--- config.mk ---
export PLATFORM = sky130hd
export DESIGN_NAME = scratchpad_bank_arbiter_flat
export DESIGN_NICKNAME = d
export VERILOG_FILES = /design/src/rtl/scratchpad_bank_arbiter_pkg.sv /design/src/rtl/scratchpad_bank_arbiter_if.sv /design/src/rtl/scratchpad_bank_arbiter_rr_arbiter.sv /design/src/rtl/scratchpad_bank_arbiter.sv /design/src/flat_wrapper.sv
export SDC_FILE = /design/constraint.sdc
export NUM_CORES = 1
export LEC_CHECK = 0
export ABC_AREA = 1
export ABC_CLOCK_PERIOD_IN_PS = 2900
export BUFFER_PORTS_ARGS = -buffer_cell sky130_fd_sc_hd__buf_2
export CORE_AREA = 2 2 76 78
export DETAILED_ROUTE_END_ITERATION = 8
export DIE_AREA = 0 0 78 80
export SLEW_MARGIN = 20
export SYNTH_ARGS = -nofsm -noshare
export SYNTH_HDL_FRONTEND = slang
export SYNTH_HIERARCHICAL = 1
export SYNTH_SLANG_ARGS = --single-unit
--- constraint.sdc ---
create_clock -name clk -period 2.9 [get_ports clk]
set_input_delay 0.29 -clock clk [delete_from_list [all_inputs] [get_ports clk]]
set_output_delay 0.29 -clock clk [all_outputs]
set_load 0.01 [all_outputs]
--- src/rtl/scratchpad_bank_arbiter_pkg.sv ---
// Shared constants and types for the scratchpad bank front ends.
// Widths here describe one 256 x 32-bit bank.
package scratchpad_pkg;

  localparam int SPAD_ADDR_W = 8;
  localparam int SPAD_DATA_W = 32;
  localparam int SPAD_DEPTH  = 256;
  localparam int SPAD_IDX_W  = 2;

  typedef struct packed {
    logic                   we;
    logic [SPAD_ADDR_W-1:0] addr;
    logic [SPAD_DATA_W-1:0] wdata;
  } spad_req_t;

  typedef struct packed {
    logic                  valid;
    logic [SPAD_IDX_W-1:0] idx;
    logic                  we;
  } spad_tag_t;

endpackage

--- src/rtl/scratchpad_bank_arbiter_if.sv ---
// Master-side request/response bundle for the scratchpad bank arbiter.
// Each master owns one lane of the packed arrays; the response bus is shared.
interface scratchpad_bank_arbiter_if
  import scratchpad_pkg::*;
#(
  parameter int NREQ   = 2,
  parameter int ADDR_W = SPAD_ADDR_W,
  parameter int DATA_W = SPAD_DATA_W
);

  logic [NREQ-1:0]             req_valid;
  logic [NREQ-1:0]             req_ready;
  logic [NREQ-1:0]             req_we;
  logic [NREQ-1:0][ADDR_W-1:0] req_addr;
  logic [NREQ-1:0][DATA_W-1:0] req_wdata;
  logic [NREQ-1:0]             resp_valid;
  logic                        resp_we;
  logic [DATA_W-1:0]           resp_rdata;

  modport master (
    output req_valid, req_we, req_addr, req_wdata,
    input  req_ready, resp_valid, resp_we, resp_rdata
  );

  modport slave (
    input  req_valid, req_we, req_addr, req_wdata,
    output req_ready, resp_valid, resp_we, resp_rdata
  );

endinterface

--- src/rtl/scratchpad_bank_arbiter_rr_arbiter.sv ---
// Combinational round-robin picker: first requester at or after ptr, wrapping.
// Shared by the bank arbiters; holds no state of its own.
module rr_arbiter #(
  parameter int N     = 2,
  parameter int IDX_W = (N > 1) ? $clog2(N) : 1
) (
  input  logic [N-1:0]     req,
  input  logic [IDX_W-1:0] ptr,
  output logic [N-1:0]     gnt,
  output logic [IDX_W-1:0] gnt_idx
);

  int               cand;
  logic [IDX_W-1:0] cand_idx;

  // Scan from the farthest candidate back to ptr so the nearest one wins.
  always_comb begin
    gnt      = '0;
    gnt_idx  = '0;
    cand     = 0;
    cand_idx = '0;
    for (int k = N - 1; k >= 0; k--) begin
      cand     = (int'(ptr) + k) % N;
      cand_idx = IDX_W'(cand);
      if (req[cand_idx]) begin
        gnt           = '0;
        gnt[cand_idx] = 1'b1;
        gnt_idx       = cand_idx;
      end
    end
  end

endmodule

--- src/rtl/scratchpad_bank_arbiter.sv ---
// Round-robin front end for one scratchpad bank: one access per cycle,
// one-cycle response routed back to the issuing master via a tag register.
module scratchpad_bank_arbiter
  import scratchpad_pkg::*;
#(
  parameter int NREQ   = 2,
  parameter int ADDR_W = SPAD_ADDR_W,
  parameter int DATA_W = SPAD_DATA_W
) (
  input  logic                      clk,
  input  logic                      rst,
  scratchpad_bank_arbiter_if.slave  req_if,
  output logic                      bank_ren,
  output logic                      bank_wen,
  output logic [ADDR_W-1:0]         bank_addr,
  output logic [DATA_W-1:0]         bank_wdata,
  input  logic [DATA_W-1:0]         bank_rdata,
  input  logic                      bank_rvalid,
  output logic                      err_orphan
);

  localparam int IDX_W = (NREQ > 1) ? $clog2(NREQ) : 1;

  logic [IDX_W-1:0] ptr;
  logic [NREQ-1:0]  req_live;
  logic [NREQ-1:0]  gnt;
  logic [IDX_W-1:0] gnt_idx;
  logic             accept;
  spad_req_t        sel;
  spad_tag_t        tag;
  logic             resp_hit;
  logic [NREQ-1:0]  resp_valid_c;

  // Requests are ignored while rst is high so nothing is granted in that cycle.
  assign req_live = req_if.req_valid & {NREQ{~rst}};

  rr_arbiter #(.N(NREQ), .IDX_W(IDX_W)) u_rr (
    .req     (req_live),
    .ptr     (ptr),
    .gnt     (gnt),
    .gnt_idx (gnt_idx)
  );

  assign accept           = |gnt;
  assign req_if.req_ready = gnt;

  always_comb begin
    sel        = '0;
    bank_ren   = 1'b0;
    bank_wen   = 1'b0;
    bank_addr  = '0;
    bank_wdata = '0;
    if (accept) begin
      sel.we     = req_if.req_we[gnt_idx];
      sel.addr   = SPAD_ADDR_W'(req_if.req_addr[gnt_idx]);
      sel.wdata  = SPAD_DATA_W'(req_if.req_wdata[gnt_idx]);
      bank_ren   = ~sel.we;
      bank_wen   = sel.we;
      bank_addr  = ADDR_W'(sel.addr);
      bank_wdata = DATA_W'(sel.wdata);
    end
  end

  always_ff @(posedge clk) begin
    if (rst) begin
      ptr <= '0;
      tag <= '0;
    end else begin
      tag.valid <= accept;
      if (accept) begin
        ptr     <= (gnt_idx == IDX_W'(NREQ - 1)) ? '0 : gnt_idx + 1'b1;
        tag.idx <= SPAD_IDX_W'(gnt_idx);
        tag.we  <= sel.we;
      end
    end
  end

  // A tag left over from the cycle before a reset must not leak a response.
  assign resp_hit = bank_rvalid & tag.valid & ~rst;

  always_comb begin
    resp_valid_c = '0;
    for (int i = 0; i < NREQ; i++) begin
      resp_valid_c[i] = resp_hit & (tag.idx == SPAD_IDX_W'(i));
    end
  end

  assign req_if.resp_valid = resp_valid_c;
  assign req_if.resp_we    = tag.we & ~rst;
  assign req_if.resp_rdata = bank_rdata;

  always_ff @(posedge clk) begin
    if (rst) begin
      err_orphan <= 1'b0;
    end else if (bank_rvalid & ~tag.valid) begin
      err_orphan <= 1'b1;
    end
  end

endmodule

--- src/flat_wrapper.sv ---
// flat-port wrapper written by rule: the top's interface ports become plain ports
module scratchpad_bank_arbiter_flat import scratchpad_pkg::*;
#(
  parameter int NREQ   = 2,
  parameter int ADDR_W = SPAD_ADDR_W,
  parameter int DATA_W = SPAD_DATA_W
)
  (clk, rst, bank_ren, bank_wen, bank_addr, bank_wdata, bank_rdata, bank_rvalid, err_orphan, req_if_req_valid, req_if_req_we, req_if_req_addr, req_if_req_wdata, req_if_req_ready, req_if_resp_valid, req_if_resp_we, req_if_resp_rdata);
  scratchpad_bank_arbiter_if #(.NREQ(NREQ), .ADDR_W(ADDR_W), .DATA_W(DATA_W)) req_if_i ();
  input  logic clk;
  input  logic rst;
  output logic bank_ren;
  output logic bank_wen;
  output logic [ADDR_W-1:0] bank_addr;
  output logic [DATA_W-1:0] bank_wdata;
  input  logic [DATA_W-1:0] bank_rdata;
  input  logic bank_rvalid;
  output logic err_orphan;
  input wire logic [$bits(req_if_i.req_valid)-1:0] req_if_req_valid;
  input wire logic [$bits(req_if_i.req_we)-1:0] req_if_req_we;
  input wire logic [$bits(req_if_i.req_addr)-1:0] req_if_req_addr;
  input wire logic [$bits(req_if_i.req_wdata)-1:0] req_if_req_wdata;
  output wire logic [$bits(req_if_i.req_ready)-1:0] req_if_req_ready;
  output wire logic [$bits(req_if_i.resp_valid)-1:0] req_if_resp_valid;
  output wire logic [$bits(req_if_i.resp_we)-1:0] req_if_resp_we;
  output wire logic [$bits(req_if_i.resp_rdata)-1:0] req_if_resp_rdata;
  assign req_if_i.req_valid = req_if_req_valid;
  assign req_if_i.req_we = req_if_req_we;
  assign req_if_i.req_addr = req_if_req_addr;
  assign req_if_i.req_wdata = req_if_req_wdata;
  assign req_if_req_ready = req_if_i.req_ready;
  assign req_if_resp_valid = req_if_i.resp_valid;
  assign req_if_resp_we = req_if_i.resp_we;
  assign req_if_resp_rdata = req_if_i.resp_rdata;
  scratchpad_bank_arbiter #(.NREQ(NREQ), .ADDR_W(ADDR_W), .DATA_W(DATA_W)) u_core (.clk(clk), .rst(rst), .req_if(req_if_i), .bank_ren(bank_ren), .bank_wen(bank_wen), .bank_addr(bank_addr), .bank_wdata(bank_wdata), .bank_rdata(bank_rdata), .bank_rvalid(bank_rvalid), .err_orphan(err_orphan));
endmodule
==> qor.csv <==
metric,value,unit
Placer Congestion,0.7478,
remaining antenna violation count after routing,0,
NetSw,0.1579,mW
# diodes,0,
DR vias,1468,
# Max-Cap Violations,0,
fin nets,428,
Gate power share,0.525,
Finished Cell Area,1600,sq um
total CTS buffers,3,
Tightest Pin Transition,0.5101,ns
post-route DRC violation count,0,
HPWL after DPL,2930,um
post-CTS setup buffer count,0,
final setup vio count,0,
H-Tree Depth,1,
Root Buffer,clkbuf_8,
post-synth design cell area,1081,sq um
gr usage total,0.09765,
First-pass DRT Iterations,4,
Max Clock Freq,447.6,MHz
worst reg2reg endpoint,u_core/tag[1],
first-pass GRT wire length,5071,um
startpoint type of the worst setup path,primary input,
Clock Power Share,0.293,
Max IR drop VDD,229.9,uV
Hold Path Cell Cnt,2,
routed length per instance,9.403,um
hold_sp,rst,
Synthesis Warnings,6,
Leak,1.130,nW
layout cell share with drive strength beyond 1,0.5000,
vias in the first global route,1192,
HP Class,primary input to register,
cts repair resizes,0,
Setup Skew,0.0004786,ns
worst-path fanout max,23,
PD cells,270.1,nW/um^2
synth unique cells,16,
Fillers,631,
die area,6240,sq um
path depth of the worst reg2reg path,6,
DP Area,1555,sq um
P&R area growth vs syn,48.03,%
routed wire length,3573,um
CTS max path bufs,2,
Clock Latency Late Sink,0.22,ns
flop2flop setup slack,1.25,ns
TNS Setup,0,ns
clk sinks,5,
CP Data Required Time,2.61,ns
Placement Rows,27,
clock slew at reported path FFs,0.03,ns
initial antenna violation count,0,
Internal Power,0.2743,mW
endpoint class of the critical path,primary output,
DRT iter0 DRCs,25,
Worst Hold End,u_core/err_orphan,
hold_buf cts,0,
TritonCTS clock tree,yes,
relative slew slack,0.6591,
#FFs+latches synth,5,
Avg Inst Size Synth,5.222,sq um
Post-Syn Nets,326,
sequential area share after synthesis,0.09259,
critical path class,primary input to primary output,
Tmin final,2.234,ns
largest net degree at the start of global routing,24,
die height,80,um
grt ovf,0,
switching part of the total,0.3653,
width of the chip,78,um
WP data arrival,1.94,ns
r2r startpoint,u_core/ptr,
max-slew violations,0,
DR vias/cell,3.863,
IO Pins,199,
Initial Util,0.2000,
unrepaired setup endpoints after global routing,false,
Final Hold Viols,0,
status,"finished, final reports clean",
Hold WS,0.2825,ns
Post-Syn Instances,207,
core area,5405,sq um
Flop pwr share,0.182,
Buffers on Ports,134,
fin crit share,0.7705,
-- synth_stat cells, drive strengths merged --
cell type / n / share of area
nand3: 2 / 0.0093
buf: 41 / 0.29
nor2: 11 / 0.059
a21boi: 1 / 0.010
inv: 14 / 0.049
dfxtp: 5 / 0.093
nand2: 128 / 0.46
a21oi: 3 / 0.017
o21ai: 2 / 0.0093
-- metal layers --
layer / up-vias / share of wire / track usage
li1: 778 / - / -
met1: 590 / 0.36 / 0.09495
met4: 0 / 0.034 / 0.05614
met2: 84 / 0.50 / 0.1940
met3: 16 / 0.11 / 0.01471
met5: - / 0 / 0
-- layout make-up --
class | instances | area (sq um) | share of cell area
Clock buffer | 4 | 45.04 | 0.02815
Timing Repair Buffer | 138 | 700.7 | 0.4378
Inverter | 14 | 52.55 | 0.03284
Sequential cell | 5 | 100.1 | 0.06255
Multi-Input combinational cell | 147 | 611.8 | 0.3823
Tap cell | 72 | 90.09 | 0.05629
-- worst max-delay path by stage --
stage                              startpoint        endpoint  slack, ns
final                                     rst  bank_wdata[17]       0.67
after global routing                      rst  bank_wdata[14]       0.42
after CTS                                 rst  bank_wdata[17]       0.62
after detailed placement                  rst  bank_wdata[17]       0.63
after global placement                    rst  bank_wdata[28]       0.68
after floorplan           req_if_req_valid[1]    bank_addr[1]       1.17
-- flip-flops by register name, summed over array words and instances, names as in the netlist --
register	flops
u_core/tag	3
u_core/ptr	1
u_core/err_orphan	1
-- power groups by stage --
stage / clock (mW) / combinational [mW] / sequential (mW)
after floorplan: 0 / 0.161 / 0.0796
after global placement: 0 / 0.228 / 0.0795
after detailed placement: 0 / 0.229 / 0.0797
after CTS: 0.131 / 0.231 / 0.0787
after global routing: 0.136 / 0.255 / 0.0798
final: 0.127 / 0.227 / 0.0786
-- placed cells by master (no fill, tap or decap) --
| cell | count |
|---|---|
| buf_2 | 134 |
| nand2_1 | 121 |
| inv_1 | 13 |
| nor2_1 | 8 |
| nand2_2 | 7 |
| dfxtp_1 | 5 |
| buf_4 | 4 |
| clkbuf_8 | 3 |
| nor2_4 | 3 |
| nand3_1 | 2 |
| a21oi_1 | 2 |
| o21ai_0 | 2 |
| clkbuf_1 | 1 |
| inv_2 | 1 |
| a21boi_2 | 1 |
| a21oi_2 | 1 |
-- cells by family after synthesis --
logic type      after synthesis  share of synthesized area
compound gates                6                    0.03704
flops                         5                    0.09260
simple gates                141                     0.5289
buf+inv                      55                     0.3414
-- worst max-delay path: stages --
cell and delay, ns:
buf_2 0.12, nor2_1 0.16, a21boi_2 0.28, nor2_4 0.09
nor2_4 0.41, buf_4 0.32, nand2_1 0.07, nand2_1 0.06
buf_2 0.12
-- stage by stage --
stage	instances	power (mW)	util	worst slack [ns]
2_1_floorplan	207	0.2403	-	1.175
3_3_place_gp	376	0.3078	0.2877	0.6785
3_5_place_dp	376	0.3091	0.2877	0.6281
4_1_cts	380	0.4404	0.2961	0.6214
5_1_grt	380	0.4711	0.2961	0.4223
6_report	380	0.4322	0.2961	0.6657
(Power assumes the default switching activity.)
